[src/rtl/mmio_input_device_pkg.sv]
// rtl/mmio_input_device_pkg.sv - register addresses, control-word layout and flag update rule for the board-input responder
package mmio_input_device_pkg;

  localparam logic [31:0] KDATA_ADDR = 32'hF000_0010;
  localparam logic [31:0] SDATA_ADDR = 32'hF000_0014;
  localparam logic [31:0] KCTRL_ADDR = 32'hF000_0110;
  localparam logic [31:0] SCTRL_ADDR = 32'hF000_0114;

  localparam int CTRL_RDY_BIT = 0;
  localparam int CTRL_OVR_BIT = 2;
  localparam int CTRL_IE_BIT  = 8;

  typedef enum logic [2:0] {
    SEL_NONE,
    SEL_KDATA,
    SEL_SDATA,
    SEL_KCTRL,
    SEL_SCTRL
  } regSel_t;

  typedef struct packed {
    logic ie;
    logic ovr;
    logic rdy;
  } chanFlags_t;

  function automatic logic [31:0] packCtrl(input chanFlags_t f);
    logic [31:0] w;
    w = '0;
    w[CTRL_IE_BIT]  = f.ie;
    w[CTRL_OVR_BIT] = f.ovr;
    w[CTRL_RDY_BIT] = f.rdy;
    return w;
  endfunction

  // An overrun raised by an event outranks a same-edge software clear; a data read racing an event keeps READY.
  function automatic chanFlags_t nextFlags(input chanFlags_t cur, input logic ev, input logic rd,
                                           input logic wr, input logic wrIe, input logic wrKeepOvr);
    chanFlags_t nxt;
    nxt = cur;
    if (wr) begin
      nxt.ie = wrIe;
      if (!wrKeepOvr) nxt.ovr = 1'b0;
    end
    if (ev && cur.rdy && !rd) nxt.ovr = 1'b1;
    if (ev) nxt.rdy = 1'b1;
    else if (rd) nxt.rdy = 1'b0;
    return nxt;
  endfunction

endpackage

[src/rtl/mmio_debounce.sv]
// rtl/mmio_debounce.sv - commits a synchronized vector once a new value has held for CYCLES consecutive edges
module mmio_debounce #(
  parameter int WIDTH  = 10,
  parameter int CYCLES = 100000
) (
  input  logic             clk,
  input  logic             reset,
  input  logic [WIDTH-1:0] syncIn,
  output logic [WIDTH-1:0] committed,
  output logic             commit
);

  localparam int CW = $clog2(CYCLES + 1);

  logic [WIDTH-1:0] prevSync;
  logic [CW-1:0]    count;
  logic [CW-1:0]    countNext;

  // The edge on which a new value first appears counts as stable edge number one.
  always_comb begin
    countNext = (syncIn != prevSync) ? CW'(1) : count + CW'(1);
    commit    = (syncIn != committed) && (countNext == CW'(CYCLES));
  end

  always_ff @(posedge clk or posedge reset) begin
    if (reset) begin
      prevSync  <= '0;
      count     <= '0;
      committed <= '0;
    end else begin
      prevSync <= syncIn;
      if ((syncIn == committed) || commit) count <= '0;
      else count <= countNext;
      if (commit) committed <= syncIn;
    end
  end

endmodule

[src/rtl/mmio_input_device.sv]
// rtl/mmio_input_device.sv - memory-mapped KEY/SW responder with sticky ready/overrun flags and interrupt request
module mmio_input_device
  import mmio_input_device_pkg::*;
#(
  parameter int               DBITS           = 32,
  parameter logic [DBITS-1:0] ADDR_KDATA      = DBITS'(KDATA_ADDR),
  parameter logic [DBITS-1:0] ADDR_SDATA      = DBITS'(SDATA_ADDR),
  parameter logic [DBITS-1:0] ADDR_KCTRL      = DBITS'(KCTRL_ADDR),
  parameter logic [DBITS-1:0] ADDR_SCTRL      = DBITS'(SCTRL_ADDR),
  parameter int               DEBOUNCE_CYCLES = 100000
) (
  input  logic             clk,
  input  logic             reset,
  input  logic [DBITS-1:0] addr,
  input  logic             wrtEn,
  input  logic             rdEn,
  input  logic [DBITS-1:0] dIn,
  input  logic [3:0]       key,
  input  logic [9:0]       sw,
  output logic [DBITS-1:0] dOut,
  output logic             hit,
  output logic             intr
);

  logic [3:0] keyMeta;
  logic [3:0] kData;
  logic [9:0] swMeta;
  logic [9:0] swSync;
  logic [9:0] sData;
  logic       kEvent;
  logic       sEvent;
  logic       kRead, sRead, kCtrlWr, sCtrlWr;
  chanFlags_t kFlags, sFlags;
  regSel_t    sel;
  logic       unusedDIn;

  always_comb begin
    sel = SEL_NONE;
    if (addr == ADDR_KDATA) sel = SEL_KDATA;
    else if (addr == ADDR_SDATA) sel = SEL_SDATA;
    else if (addr == ADDR_KCTRL) sel = SEL_KCTRL;
    else if (addr == ADDR_SCTRL) sel = SEL_SCTRL;
  end

  assign hit     = (sel != SEL_NONE);
  assign kRead   = rdEn  && (sel == SEL_KDATA);
  assign sRead   = rdEn  && (sel == SEL_SDATA);
  assign kCtrlWr = wrtEn && (sel == SEL_KCTRL);
  assign sCtrlWr = wrtEn && (sel == SEL_SCTRL);

  // kData doubles as the second synchronizer stage, so a key change is visible two edges after the pin moves.
  assign kEvent = (~keyMeta != kData);

  mmio_debounce #(
    .WIDTH (10),
    .CYCLES(DEBOUNCE_CYCLES)
  ) swDebounce (
    .clk      (clk),
    .reset    (reset),
    .syncIn   (swSync),
    .committed(sData),
    .commit   (sEvent)
  );

  always_ff @(posedge clk or posedge reset) begin
    if (reset) begin
      keyMeta <= 4'hF;
      kData   <= '0;
      swMeta  <= '0;
      swSync  <= '0;
      kFlags  <= '0;
      sFlags  <= '0;
    end else begin
      keyMeta <= key;
      if (kEvent) kData <= ~keyMeta;
      swMeta  <= sw;
      swSync  <= swMeta;
      kFlags  <= nextFlags(kFlags, kEvent, kRead, kCtrlWr, dIn[CTRL_IE_BIT], dIn[CTRL_OVR_BIT]);
      sFlags  <= nextFlags(sFlags, sEvent, sRead, sCtrlWr, dIn[CTRL_IE_BIT], dIn[CTRL_OVR_BIT]);
    end
  end

  always_comb begin
    dOut = '0;
    case (sel)
      SEL_KDATA: dOut = DBITS'(kData);
      SEL_SDATA: dOut = DBITS'(sData);
      SEL_KCTRL: dOut = DBITS'(packCtrl(kFlags));
      SEL_SCTRL: dOut = DBITS'(packCtrl(sFlags));
      default:   dOut = '0;
    endcase
  end

  assign intr = (kFlags.rdy & kFlags.ie) | (sFlags.rdy & sFlags.ie);

  assign unusedDIn = ^dIn;

endmodule

[config.mk]
export PLATFORM = sky130hd
export DESIGN_NAME = mmio_input_device
export DESIGN_NICKNAME = d
export VERILOG_FILES = /design/src/rtl/mmio_input_device_pkg.sv /design/src/rtl/mmio_debounce.sv /design/src/rtl/mmio_input_device.sv
export SDC_FILE = /design/constraint.sdc
export NUM_CORES = 1
export LEC_CHECK = 0
export ABC_AREA = 1
export BUFFER_PORTS_ARGS = -buffer_cell sky130_fd_sc_hd__buf_2
export CAP_MARGIN = 0
export CORE_ASPECT_RATIO = 0.9
export CORE_MARGIN = 8
export CORE_UTILIZATION = 45
export CTS_CLUSTER_DIAMETER = 120
export DETAILED_ROUTE_END_ITERATION = 16
export PLACE_DENSITY = 0.68
export SLEW_MARGIN = 40
export SYNTH_ARGS = -nofsm -noshare
export SYNTH_HDL_FRONTEND = slang
export SYNTH_HIERARCHICAL = 1
export SYNTH_SLANG_ARGS = --single-unit
[constraint.sdc]
create_clock -name clk -period 2.45 [get_ports clk]
set_input_delay 0.3675 -clock clk [delete_from_list [all_inputs] [get_ports clk]]
set_output_delay 0.3675 -clock clk [all_outputs]
set_load 0.01 [all_outputs]
==> reports/qor.txt <==
die area = 0.0119 mm2
total number of vias = 3,300
power density over the cells = 510 mW/mm2
fraction of layout cells with a size suffix above 1 = 19.2%
Avg Vias per Cell = 4.56
Longest Clk Path Bufs = 2
DP Area = 0.00430 mm2
Reg area = 0.00178 mm2
Clock Latency Late Sink = 0.35 ns
MaxCap Viol Count = 0
Leakage Power = 2.39 nW
Reg clk slew, reported paths = 0.09 ns
final core utilization = 53.0%
Distinct cells, synth = 28
Setup violations, final = 0
r2r startpoint = swDebounce/count[1]
Worst Skew = 0.0117 ns
Final Critical Period = 2.22 ns
Die H = 104 um
post-synthesis sequential area ratio = 45.7%
worst endpoint required time = 2.74 ns
Worst Hold Class = in -> async
Slew Viols, Final = 0
flop2flop setup slack = 0.23 ns
Setup CP Type = reg -> reg
Total Nets Final = 683
synthesized area = 0.00390 mm2
critical path endpoint category = flop
Tot GR Track Use = 14.5%
n_diodes = 0
DR iter-0 viols = 194
per-cell routed wire length = 11.6 um
Syn Inst Count = 524
pin count of the biggest net entering global routing = 38
DR pass1 iterations = 4
Worst EP arrival = 2.51 ns
crit path max fanout = 5
CP Launch Type = flop
status = completed
TNS Setup = 0 ns
#FFs+latches synth = 71
reg2reg path depth = 12
drt total wl = 8.43 mm
Yosys warning count = 6
DRC viols = 0
Die Width = 114 um
Root Driver = clkbuf_8
gpl congestion = 0.801
Max Fclk = 451 MHz
antenna violations before repair = 0
Place WS = 0.221 ns
Num CTS Buffers = 9
area of the multi-input gates = 0.00169 mm2
FILL cells = 860
number of routed nets with antenna violations = 0
Port Buffer Count = 63
Cell Rows = 32
final hold vios = 0
number of global-route vias before repair = 3,321
Boundary Pins = 116
first-pass GRT wire length = 14.2 mm
final instance area = 0.00450 mm2
setup ws final = 0.233 ns
Initial Util = 45.9%
core area = 0.00849 mm2
gr ovfl total = 0
peak supply drop = 0.000485 V
crit share post-route = 90.5%
CTS H-tree depth = 3
DP HPWL = 6.53 mm
clk sinks = 71
reg2reg end = sFlags[1]
Area Overhead vs Synth = 15.3%
CTS tree = done
Worst-Margin Slew = 0.504 ns
syn_area_per_cell = 7.44 um2
slew margin rel. = 66.3%
cell usage in the layout (no fill, tap or decap), types with 2 or more instances in the layout:
master	instances
inv_1	77
nand2_1	170
inv_6	3
nor2_4	7
xor2_1	7
dfrtp_1	67
nand3_1	30
nor2_2	5
inv_2	6
buf_4	7
nand4_1	20
o21bai_1	3
conb_1	22
xnor2_1	12
clkinvlp_4	2
nor2_1	73
clkbuf_8	9
nand3_2	3
inv_8	2
nand2_4	2
buf_2	63
dfstp_2	4
o21ai_1	4
critical path: stages (launching register included):
cell	delay (ns)
dfrtp_1	0.41
ha_1	0.25
inv_1	0.11
nor2_4	0.16
nand3_1	0.17
xor2_1	0.24
nand3_1	0.10
nor2_1	0.17
nand4_1	0.15
inv_1	0.11
nand2_1	0.05
o21bai_2	0.18
nand2_1	0.06
cell type report:
| cell class | instances | share of cell area, % |
|---|---|---|
| Multi-Input combinational cell | 364 | 37.6 |
| Timing Repair Buffer | 70 | 8.18 |
| Inverter | 84 | 7.07 |
| Tap cell | 119 | 3.31 |
| Sequential cell | 71 | 39.6 |
| Clock inverter | 7 | 1.42 |
| Clock buffer | 9 | 2.75 |
how the worst max path moves through the flow:
| stage | start | cells after the start | slack [ns] | end |
|---|---|---|---|---|
| 2_1_floorplan | swDebounce/count[0] | 13 | 0.34 | sFlags[1] |
| 3_3_place_gp | swDebounce/count[1] | 13 | 0.28 | swDebounce/committed[5] |
| 3_5_place_dp | swDebounce/count[1] | 14 | 0.22 | sFlags[1] |
| 4_1_cts | swDebounce/count[1] | 14 | 0.19 | sFlags[1] |
| 5_1_grt | swDebounce/count[1] | 16 | -0.005 | sFlags[1] |
| 6_report | swDebounce/count[1] | 12 | 0.23 | sFlags[1] |
where the power goes:
| group | internal, mW | leakage [nW] | switching, mW |
|---|---|---|---|
| sequential | 1.21 | 0.873 | 0.0276 |
| combinational | 0.0643 | 1.43 | 0.0976 |
| clock | 0.392 | 0.0907 | 0.507 |
| total | 1.66 | 2.39 | 0.633 |
metrics by stage:
step,hold WS [ns],instances,total power [mW]
detailed placement,0.336,707,1.42
global route,0.0895,724,2.40
floorplan,0.331,545,1.37
finish,0.103,724,2.29
global placement,0.333,707,1.41
CTS,0.0858,723,2.33
cell usage after synthesis (all sizes together):
library cell,count,area share [%]
a22o,1,0.22
buf,25,4.8
clkbuf,1,0.096
conb,1,0.096
dfrtp,67,43
dfstp,4,2.7
ha,1,0.32
inv,84,8.2
nand2,172,17
nand3,33,4.6
nand3b,1,0.19
nand4,20,3.2
nor2,85,9.7
o21ai,5,0.64
o21bai,4,0.87
or2,1,0.16
xnor2,12,2.7
xor2,7,1.6
logic make-up (layout without fill, tap and decap cells):
kind of cell / Yosys count / in the layout / synth area share [%]
AND/OR/NAND/NOR: 312 / 312 / 34.9
buffers and inverters: 110 / 170 / 13.0
flip-flops: 71 / 71 / 45.7
XOR/XNOR: 19 / 19 / 4.27
AO/OA/AOI/OAI: 10 / 10 / 1.73
adder cells (fa/ha/maj): 1 / 1 / 0.321
other: 1 / 22 / 0.0962
what timing repair did:
item                       in CTS  in global routing
buffers inserted                0                  1
hold buffers                    0                  0
setup endpoints to repair       0                 11
resized for setup               0                  1
sequential cells by signal, indices dropped and copies added, names as in the netlist:
signal and count:
kData 4, kFlags 3, keyMeta 4, sFlags 3, swDebounce/committed 10, swDebounce/count 17
swDebounce/prevSync 10, swMeta 10, swSync 10
routing by layer:
layer	wire (um)	global-route usage (%)	vias to the layer above	part of all wire, %
met5	0	0	-	0
met4	89	5.41	0	1.1
met3	425	3.37	10	5.0
met2	4210	25.8	69	50
met1	3700	16.2	1523	44
li1	-	-	1698	-
Power figures use the tool's default switching activity.
